**src/rtl/contador_pkg.sv**
```systemverilog
// Shared definitions for the cascaded counter: operation encodings and default geometry.
package contador_pkg;

    // Operation select applied to the counter on each enabled edge
    typedef enum logic [1:0] {
        MODO_UP   = 2'b00,
        MODO_DN   = 2'b01,
        MODO_BIG  = 2'b10,
        MODO_LOAD = 2'b11
    } modo_e;

    // Default geometry gives the classic 16-bit counter built from four nibbles
    localparam int DEF_SLICE_W    = 4;
    localparam int DEF_NUM_SLICES = 4;
    localparam int DEF_STEP_UP    = 1;
    localparam int DEF_STEP_DN    = 1;
    localparam int DEF_STEP_BIG   = 3;

endpackage

```
**src/rtl/contador_slice.sv**
```systemverilog
// One SLICE_W-bit stage of the counter datapath: adds or subtracts its slice of the
// step constant, taking a carry/borrow from the stage below and passing one upward.
module contador_slice
    import contador_pkg::*;
#(
    parameter int SLICE_W = DEF_SLICE_W
) (
    input  logic [SLICE_W-1:0] i_a,
    input  logic [SLICE_W-1:0] i_b,
    input  logic               i_sub,
    input  logic               i_cin,
    output logic [SLICE_W-1:0] o_s,
    output logic               o_cout
);

    logic [SLICE_W:0] w_sum;
    logic [SLICE_W:0] w_dif;

    // One extra bit holds the carry (add) or the borrow (subtract); a negative
    // difference always sets that top bit, so it doubles as the borrow-out.
    assign w_sum = {1'b0, i_a} + {1'b0, i_b} + (SLICE_W+1)'(i_cin);
    assign w_dif = {1'b0, i_a} - {1'b0, i_b} - (SLICE_W+1)'(i_cin);

    assign {o_cout, o_s} = i_sub ? w_dif : w_sum;

endmodule

```
**src/rtl/contador_cascada_param.sv**
```systemverilog
// Parametrised up/down/load counter made of NUM_SLICES cascaded slices. Owns the
// count and per-slice carry registers; the slices only do the arithmetic.
module contador_cascada_param
    import contador_pkg::*;
#(
    parameter int SLICE_W    = DEF_SLICE_W,
    parameter int NUM_SLICES = DEF_NUM_SLICES,
    parameter int STEP_UP    = DEF_STEP_UP,
    parameter int STEP_DN    = DEF_STEP_DN,
    parameter int STEP_BIG   = DEF_STEP_BIG
) (
    input  logic                          clk,
    input  logic                          reset_L,
    input  logic                          enb,
    input  logic [1:0]                    modo,
    input  logic [SLICE_W*NUM_SLICES-1:0] D,
    output logic [SLICE_W*NUM_SLICES-1:0] Q,
    output logic [NUM_SLICES-1:0]         RCO
);

    localparam int W = SLICE_W * NUM_SLICES;

    // Steps are zero-extended to the full word so large steps spill into upper slices
    localparam logic [W-1:0] L_STEP_UP  = W'(STEP_UP);
    localparam logic [W-1:0] L_STEP_DN  = W'(STEP_DN);
    localparam logic [W-1:0] L_STEP_BIG = W'(STEP_BIG);

    logic [W-1:0]          r_q;
    logic [NUM_SLICES-1:0] r_rco;
    logic [W-1:0]          w_step;
    logic                  w_sub;
    logic [W-1:0]          w_next;
    logic [NUM_SLICES:0]   w_carry;

    assign w_sub      = (modo == MODO_DN) || (modo == MODO_BIG);
    assign w_carry[0] = 1'b0;

    // Pick the full-word step for the current operation; load does not use it
    always_comb begin
        w_step = '0;
        case (modo)
            MODO_UP:  w_step = L_STEP_UP;
            MODO_DN:  w_step = L_STEP_DN;
            MODO_BIG: w_step = L_STEP_BIG;
            default:  w_step = '0;
        endcase
    end

    // Chain the slices so each carry/borrow-out feeds the next slice up
    for (genvar gi = 0; gi < NUM_SLICES; gi++) begin : g_slice
        contador_slice #(
            .SLICE_W (SLICE_W)
        ) u_slice (
            .i_a    (r_q[gi*SLICE_W +: SLICE_W]),
            .i_b    (w_step[gi*SLICE_W +: SLICE_W]),
            .i_sub  (w_sub),
            .i_cin  (w_carry[gi]),
            .o_s    (w_next[gi*SLICE_W +: SLICE_W]),
            .o_cout (w_carry[gi+1])
        );
    end

    // Register the count and the carry flags of this update; reset beats everything
    always_ff @(posedge clk) begin
        if (!reset_L) begin
            r_q   <= '0;
            r_rco <= '0;
        end else if (!enb) begin
            r_rco <= '0;
        end else if (modo == MODO_LOAD) begin
            r_q   <= D;
            r_rco <= '0;
        end else begin
            r_q   <= w_next;
            r_rco <= w_carry[NUM_SLICES:1];
        end
    end

    assign Q   = r_q;
    assign RCO = r_rco;

endmodule
```
**config.mk**
```make
export PLATFORM = sky130hd
export DESIGN_NAME = contador_cascada_param
export DESIGN_NICKNAME = d
export VERILOG_FILES = /design/src/rtl/contador_pkg.sv /design/src/rtl/contador_slice.sv /design/src/rtl/contador_cascada_param.sv
export SDC_FILE = /design/constraint.sdc
export NUM_CORES = 1
export LEC_CHECK = 0
export CAP_MARGIN = 20
export CORE_MARGIN = 10
export CORE_UTILIZATION = 48
export DETAILED_ROUTE_END_ITERATION = 6
export GPL_TIMING_DRIVEN = 0
export PLACE_DENSITY = 0.79
export SLEW_MARGIN = 20
export SYNTH_ARGS = -nofsm -noshare
export SYNTH_HDL_FRONTEND = slang
export SYNTH_SLANG_ARGS = --single-unit
```
**constraint.sdc**
```tcl
create_clock -name clk -period 5.5 [get_ports clk]
set_input_delay 0.825 -clock clk [delete_from_list [all_inputs] [get_ports clk]]
set_output_delay 0.825 -clock clk [all_outputs]
set_load 0.1 [all_outputs]
```
==> key figures, run 1 <==
Clock network
  – Clk slew on worst S/H paths: 120 ps
  – Clock tree buffer depth: 2
  – Sink Count: 20
  – Skew-Pair Late Insertion Delay: 300 ps
  – TritonCTS Buffers: 3
  – Root Buffer: clkbuf_4
  – Post-CTS Hold Fix Bufs: 0
  – CTS tree: yes
  – H-tree levels: 1

Floorplanning
  – Die area: 0.00570 sq mm
  – Die width: 75.5 um
  – Core box area: 0.00300 sq mm
  – Die Y: 75.5 um
  – Row cnt: 20
  – # IOs: 41
  – Starting Density: 49.2%

Pwr
  – Combinational power share: 49.6%
  – Pint: 292 uW
  – Lkg Pwr: 0.868 nW
  – Sw Pwr: 228 uW
  – Sequential share of power: 33.3%
  – Max rail drop VDD: 0.000127 V
  – Switch share: 43.9%
  – Clk pwr share: 17.1%
  – Cell Pwr Density: 257 mW/mm^2

GRT
  – Gr ovfl total: 0
  – Gr usage total: 15.3%
  – First-pass GRT wire length: 6.89 mm
  – Largest net degree at the start of global routing: 12
  – Initial antenna violation count: 0
  – Vias in the first global route: 1487

Logic synthesis
  – Synth Area in Compound Gates: 21.2%
  – Mapped Nets: 215
  – Synth Area in Simple Gates: 20.4%
  – Synth Area in Adders: 16.6%
  – Combinational family with the most area after synthesis: compound AO/OA/AOI/OAI gates
  – Library cells used by synthesis: 31
  – Seq cells post-synth: 20
  – Mux contribution to synthesized area: 5.42%
  – Cells after synthesis: 175
  – Mean Syn Cell Area: 8.44 sq um
  – XOR/XNOR Fraction of Synth Area: 1.19%
  – Synth warnings: 0
  – Synthesized area: 0.00148 sq mm
  – Register area share after synthesis: 27.1%

Timing
  – Max-slew violations: 0
  – Setup ws final: 279 ps
  – Setup TNS: 0 ps
  – Final hold vios: 0
  – Post-route minimum period: 5220 ps
  – Final Setup Violations: 0
  – Tcrit/Tclk final: 94.9%
  – Worst-Margin Slew: 1010 ps
  – Hold WS: 515 ps
  – Skew final: 6.09 ps
  – F_max: 0.192 GHz
  – Slew headroom: 32.8%

Detailed routing
  – Vias/cell: 5.78
  – DRT antenna net count: 0
  – Wire per inst: 16.9 um
  – Final wirelength: 4.31 mm
  – DRC Markers: 0
  – Vias: 1473
  – Initial DRT Pass Iterations: 4
  – Initial drt markers: 129

Layout
  – Sequential cell area: 400 sq um
  – Fin nets: 263
  – Commonest non-fill, non-tap cell in the layout: clkdlybuf4s50_1
  – Ant diodes: 0
  – Most frequent cells in the layout: 39 x clkdlybuf4s50_1, 21 x a21oi_1, 20 x dfxtp_1
  – Synth-to-Final Area Change: 36.7%
  – Layout cells sized above 1: 12.6%
  – Multi-input combinational cell area: 991 sq um
  – Final core occ: 67.3%
  – Filler Cell Count: 241

Setup path
  – Worst setup SP type: primary input
  – CP required: 5740 ps
  – Worst-path fanout max: 10
  – Worst setup EP type: flop
  – Crit path DAT: 5470 ps
  – Peak per-stage delay on the critical path: 420 ps
  – Crit Path Category: in2reg
  – Slowest cell on crit path: clkdlybuf4s50_1

Placed design
  – Pre-CTS setup slack: -453 ps
  – Port bufs: 40
  – Gpl congestion: 0.846
  – Detailed Place HPWL: 3.25 mm

Status
  – Status: completed

Worst hold path
  – Hold crit path type: reg2reg

Job
  – Max-Cap Viols: 0
-- final cells by class --
class	instances	area share [%]
multi-input cells	128	49.0
repair buffers	43	21.1
flip-flops and latches	20	19.8
inverters	17	3.16
plain buffers	10	3.10
well taps	33	2.04
clock buffers	4	1.80
-- stage by stage --
stage | total power, mW | instance area, sq um | std cells
3_5_place_dp | 0.421 | 1920 | 248
6_report | 0.520 | 2020 | 255
5_1_grt | 0.550 | 2020 | 255
4_1_cts | 0.514 | 1980 | 252
3_3_place_gp | 0.413 | 1920 | 248
2_1_floorplan | 0.355 | 1480 | 175
-- synthesized netlist by cell type --
master | number | area share (%)
a211oi_1 | 5 | 2.5
ha_1 | 18 | 15
o21ai_0 | 1 | 0.34
and4b_2 | 1 | 0.76
o31ai_2 | 2 | 1.7
fa_1 | 1 | 1.4
nand4b_1 | 3 | 1.8
nor2_1 | 14 | 3.6
buf_6 | 1 | 0.76
o31ai_1 | 3 | 1.5
mux2i_1 | 8 | 5.4
a21o_1 | 1 | 0.51
o211ai_1 | 4 | 2.0
nor2b_1 | 6 | 2.5
or2b_1 | 3 | 1.5
buf_4 | 1 | 0.51
a21oi_1 | 22 | 7.5
dfxtp_1 | 20 | 27
clkbuf_1 | 2 | 0.51
a2bb2oi_1 | 3 | 1.8
inv_1 | 17 | 4.3
a41oi_2 | 3 | 3.3
and4b_1 | 2 | 1.4
nand3_1 | 5 | 1.7
nand2b_1 | 3 | 1.3
nand3b_1 | 1 | 0.51
nor3_1 | 3 | 1.0
and3_1 | 5 | 2.1
xnor2_1 | 2 | 1.2
nand2_1 | 9 | 2.3
buf_2 | 6 | 2.0
-- sequential cells by signal, summed over array words and instances, names as in the netlist --
register	count
RCO	4
Q	16
-- kinds of logic (layout without fill, tap and decap cells) --
logic type,count (synthesis),count (layout)
multiplexers,8,8
AND/OR/NAND/NOR,55,55
buffers and inverters,27,74
adder cells (fa/ha/maj),19,19
flip-flops,20,20
AO/OA/AOI/OAI,44,44
XOR/XNOR,2,2
-- path summary, 6_finish.rpt --
check,slack [ps],from,to,cells after the start
worst max-delay path,280,modo[1],Q[13],25
worst min-delay path,510,Q[0],Q[0],2
worst max register to register,1440,Q[0],Q[13],21
worst min register to register,510,Q[0],Q[0],2
-- power by group through the flow --
stage	sequential (mW)	combinational, mW	clock [mW]
after floorplan	0.259	0.0968	0
after global placement	0.173	0.239	0
after detailed placement	0.175	0.246	0
after CTS	0.173	0.251	0.0903
after global routing	0.175	0.278	0.0969
final	0.173	0.258	0.0890
-- worst max-delay path: cells and delay by family --
| kind | cells | cell delay (ps) |
|---|---|---|
| AO/OA/AOI/OAI | 6 | 1090 |
| XOR/XNOR | 1 | 190 |
| AND/OR/NAND/NOR | 4 | 490 |
| adder cells (fa/ha/maj) | 9 | 1960 |
| buffers and inverters | 5 | 900 |
-- routing by layer --
metal | part of all wire [%] | routed length, um | global-route usage (%) | up-vias
li1 | - | - | - | 717
met1 | 43 | 1870 | 18.1 | 706
met2 | 48 | 2080 | 26.3 | 48
met3 | 7.8 | 338 | 3.91 | 2
met4 | 0.33 | 14 | 4.33 | 0
met5 | 0 | 0 | 0 | -
-- timing repair --
item	4_1_cts	5_1_grt
pin swaps	0	6
setup buffers	0	3
gates resized for setup	6	6
endpoints found under the setup margin	2	4
Note: power is estimated with default switching activity, not from simulation.
==> run 2: changes to the inputs <==
--- a/config.mk
+++ b/config.mk
@@ -8,6 +8,7 @@
 export CAP_MARGIN = 20
 export CORE_MARGIN = 10
 export CORE_UTILIZATION = 48
+export CTS_BUF_LIST = sky130_fd_sc_hd__clkbuf_16
 export DETAILED_ROUTE_END_ITERATION = 6
 export GPL_TIMING_DRIVEN = 0
 export PLACE_DENSITY = 0.79
==> run 2 against run 1 <==
Net effect:
- via count fell by 0.61%
- clock skew fell by 2.9 ps
- final area rose by 2.3%
- core utilization rose by 1.5 points
- non-clock buffer count fell by 1
- die area did not move
- wire length rose by 2.2%
- sequential share of layout area fell by 0.44 points
- critical path depth fell by 1
- combinational power rose by 2%
- sequential cell count did not move
- register-to-register slack got worse by 30 ps
==> key figures, run 2 (synthesis results as in run 1) <==
Status
  – Status: completed

Setup path
  – Crit Path Category: in2reg
  – Worst R2R End: Q[13]
  – CP dominant cell by count: ha_2
  – Crit path DAT: 5390 ps (-80 ps)
  – Worst R2R Start: Q[0]
  – Slack of the worst reg-to-reg path: 1410 ps (-30 ps)
  – Critical Path Source: modo[1]
  – Peak per-stage delay on the critical path: 430 ps (about the same)
  – Worst-path fanout max: 10 (unchanged)
  – Cells along the critical path: clkdlybuf4s50_1 > ha_2 > inv_2 > buf_6 > ha_2 > inv_1 > fa_2 > a21o_1 > a21oi_2 > xnor2_2 > ha_2 > ha_2 > nand2_1 > o31ai_4 > ha_2 > ha_1 > nand2_1 > o31ai_4 > ha_2 > ha_1 > or2b_1 > nand3_1 > o211ai_1 > a21oi_1
  – CP required: 5670 ps (-70 ps)
  – Slowest cell on crit path: clkdlybuf4s50_1
  – Worst setup SP type: primary input
  – Crit path to: Q[13]
  – Worst R2R Path Depth: 21 (unchanged)
  – Worst setup EP type: flop

Clock network
  – Clock tree buffer depth: 2 (unchanged)
  – Sink Count: 20 (unchanged)
  – Root Buffer: clkbuf_16
  – Clk slew on worst S/H paths: 60 ps (-60 ps)
  – CTS tree: yes
  – Post-CTS Hold Fix Bufs: 0 (unchanged)
  – TritonCTS Buffers: 3 (unchanged)
  – H-tree levels: 1 (unchanged)
  – Skew-Pair Late Insertion Delay: 250 ps (-50 ps)

GRT
  – Largest net degree at the start of global routing: 12 (unchanged)
  – Vias in the first global route: 1516 (+2.0%)
  – First-pass GRT wire length: 7.07 mm (+2.7%)
  – Gr usage total: 15.6% (+0.39 points)
  – Gr ovfl total: 0 (unchanged)
  – Initial antenna violation count: 0 (unchanged)

Detailed routing
  – Wire per inst: 17.3 um (+2.6%)
  – Vias/cell: 5.76 (-0.22%)
  – DRC Markers: 0 (unchanged)
  – Final wirelength: 4.40 mm (+2.2%)
  – Initial DRT Pass Iterations: 4 (unchanged)
  – Vias: 1464 (-0.61%)
  – Initial drt markers: 118 (-8.5%)
  – DRT antenna net count: 0 (unchanged)

Timing
  – Final Setup Violations: 0 (unchanged)
  – Max-slew violations: 0 (unchanged)
  – RSZ-0062 raised after global routing: false
  – Post-route minimum period: 5220 ps (-4.09 ps)
  – Final hold vios: 0 (unchanged)
  – Skew final: 3.15 ps (-2.94 ps)
  – Worst-Margin Slew: 1000 ps (-3.86 ps)
  – Tcrit/Tclk final: 94.9% (about the same)
  – Slew headroom: 33.0% (+0.26 points)
  – F_max: 0.192 GHz (about the same)

Job
  – Max-Cap Viols: 0 (unchanged)

Floorplanning
  – Core box area: 0.00300 sq mm (unchanged)
  – Starting Density: 49.2% (unchanged)
  – Die area: 0.00570 sq mm (unchanged)
  – Row cnt: 20 (unchanged)
  – Die width: 75.5 um (unchanged)
  – Die Y: 75.5 um (unchanged)
  – # IOs: 41 (unchanged)

Placed design
  – Gpl congestion: 0.846 (unchanged)
  – Dpl cell area: 0.00192 sq mm (unchanged)
  – Post-placement cell count: 248 (unchanged)
  – Detailed Place HPWL: 3.25 mm (unchanged)
  – Port bufs: 40 (unchanged)

Layout
  – Layout cells sized above 1: 13.1% (+0.51 points)
  – Fin nets: 262 (-0.38%)
  – Commonest non-fill, non-tap cell in the layout: clkdlybuf4s50_1
  – Ant diodes: 0 (unchanged)
  – Synth-to-Final Area Change: 39.9%
  – Most frequent cells in the layout: 39 x clkdlybuf4s50_1, 21 x a21oi_1, 20 x dfxtp_1
  – Max reg flops: 16 (unchanged)
  – Filler Cell Count: 229 (-5.0%)
  – Non-Filler Instances: 254 (-0.39%)
  – Final Cell Area: 0.00207 sq mm (+2.3%)

Pwr
  – Cell Pwr Density: 284 mW/mm^2 (+10%)
  – Max rail drop VDD: 0.000131 V (+2.8%)
  – Lkg Pwr: 0.876 nW (+0.93%)

Worst hold path
  – Hold-critical path depth: 2 (unchanged)
  – Hold crit path type: reg2reg
-- run 2: layer usage --
layer / vias to the layer above / wire, um / GRT usage, % / part of all wire [%]
li1: 710 / - / - / -
met1: 689 / 1830 / 18.5 / 42
met2: 63 / 2200 / 27.0 / 50
met3: 2 / 360 / 3.52 / 8.2
met4: 0 / 10 / 5.57 / 0.23
met5: - / 0 / 0 / 0
-- run 2: critical path, delay by kind of cell --
kind | cells | cell delay (ps)
simple gates | 4 | 490
buf+inv | 4 | 720
compound gates | 6 | 1190
fa+ha+maj | 9 | 2030
xor+xnor | 1 | 150
-- run 2: worst min-delay path by stage --
stage          from   end
2_1_floorplan  Q[0]  Q[0]
3_3_place_gp   Q[0]  Q[0]
3_5_place_dp   Q[0]  Q[0]
4_1_cts        Q[0]  Q[0]
5_1_grt        Q[0]  Q[0]
6_report       Q[0]  Q[0]
-- run 2: what timing repair did --
action	in CTS	in global routing
endpoints found under the setup margin	3	3
pin swaps	2	8
setup buffers	0	3
gates resized for setup	7	8
-- run 2: through the flow --
| step | power, mW | worst slack (ps) | TNS, ps | hold WS [ps] | utilization (%) |
|---|---|---|---|---|---|
| global placement | 0.413 | -321 | -708 | 489 | 63.9 |
| global route | 0.614 | 32.8 | 0 | 536 | 68.8 |
| CTS | 0.578 | 34.1 | 0 | 515 | 67.4 |
| finish | 0.587 | 283 | 0 | 510 | 68.8 |
| detailed placement | 0.421 | -453 | -1270 | 507 | 63.9 |
| floorplan | 0.355 | 708 | 0 | 933 | - |
-- run 2: layout make-up --
cell class / count / area, sq um / share of cell area, %
clock inverter: 1 / 3.75 / 0.182
buffer: 9 / 57.6 / 2.78
multi-input combinational: 128 / 1000 / 48.5
sequential: 20 / 400 / 19.4
clock buffer: 3 / 75.1 / 3.63
timing repair buffer: 43 / 422 / 20.4
inverter: 17 / 63.8 / 3.09
tap: 33 / 41.3 / 2.00
-- run 2: power by group --
part | switching (mW) | internal (mW) | leakage (nW) | total, mW
sequential | 0.0162 | 0.157 | 0.164 | 0.173
clock | 0.0549 | 0.0969 | 0.0385 | 0.152
combinational | 0.165 | 0.0964 | 0.673 | 0.262
==> run 3: changes to the inputs <==
--- a/config.mk
+++ b/config.mk
@@ -9,6 +9,7 @@
 export CORE_MARGIN = 10
 export CORE_UTILIZATION = 48
 export CTS_BUF_LIST = sky130_fd_sc_hd__clkbuf_16
+export CTS_CLUSTER_SIZE = 24
 export DETAILED_ROUTE_END_ITERATION = 6
 export GPL_TIMING_DRIVEN = 0
 export PLACE_DENSITY = 0.79
==> results of run 3 <==
No change in the layout: final DEF, timing and power equal those of run 2.
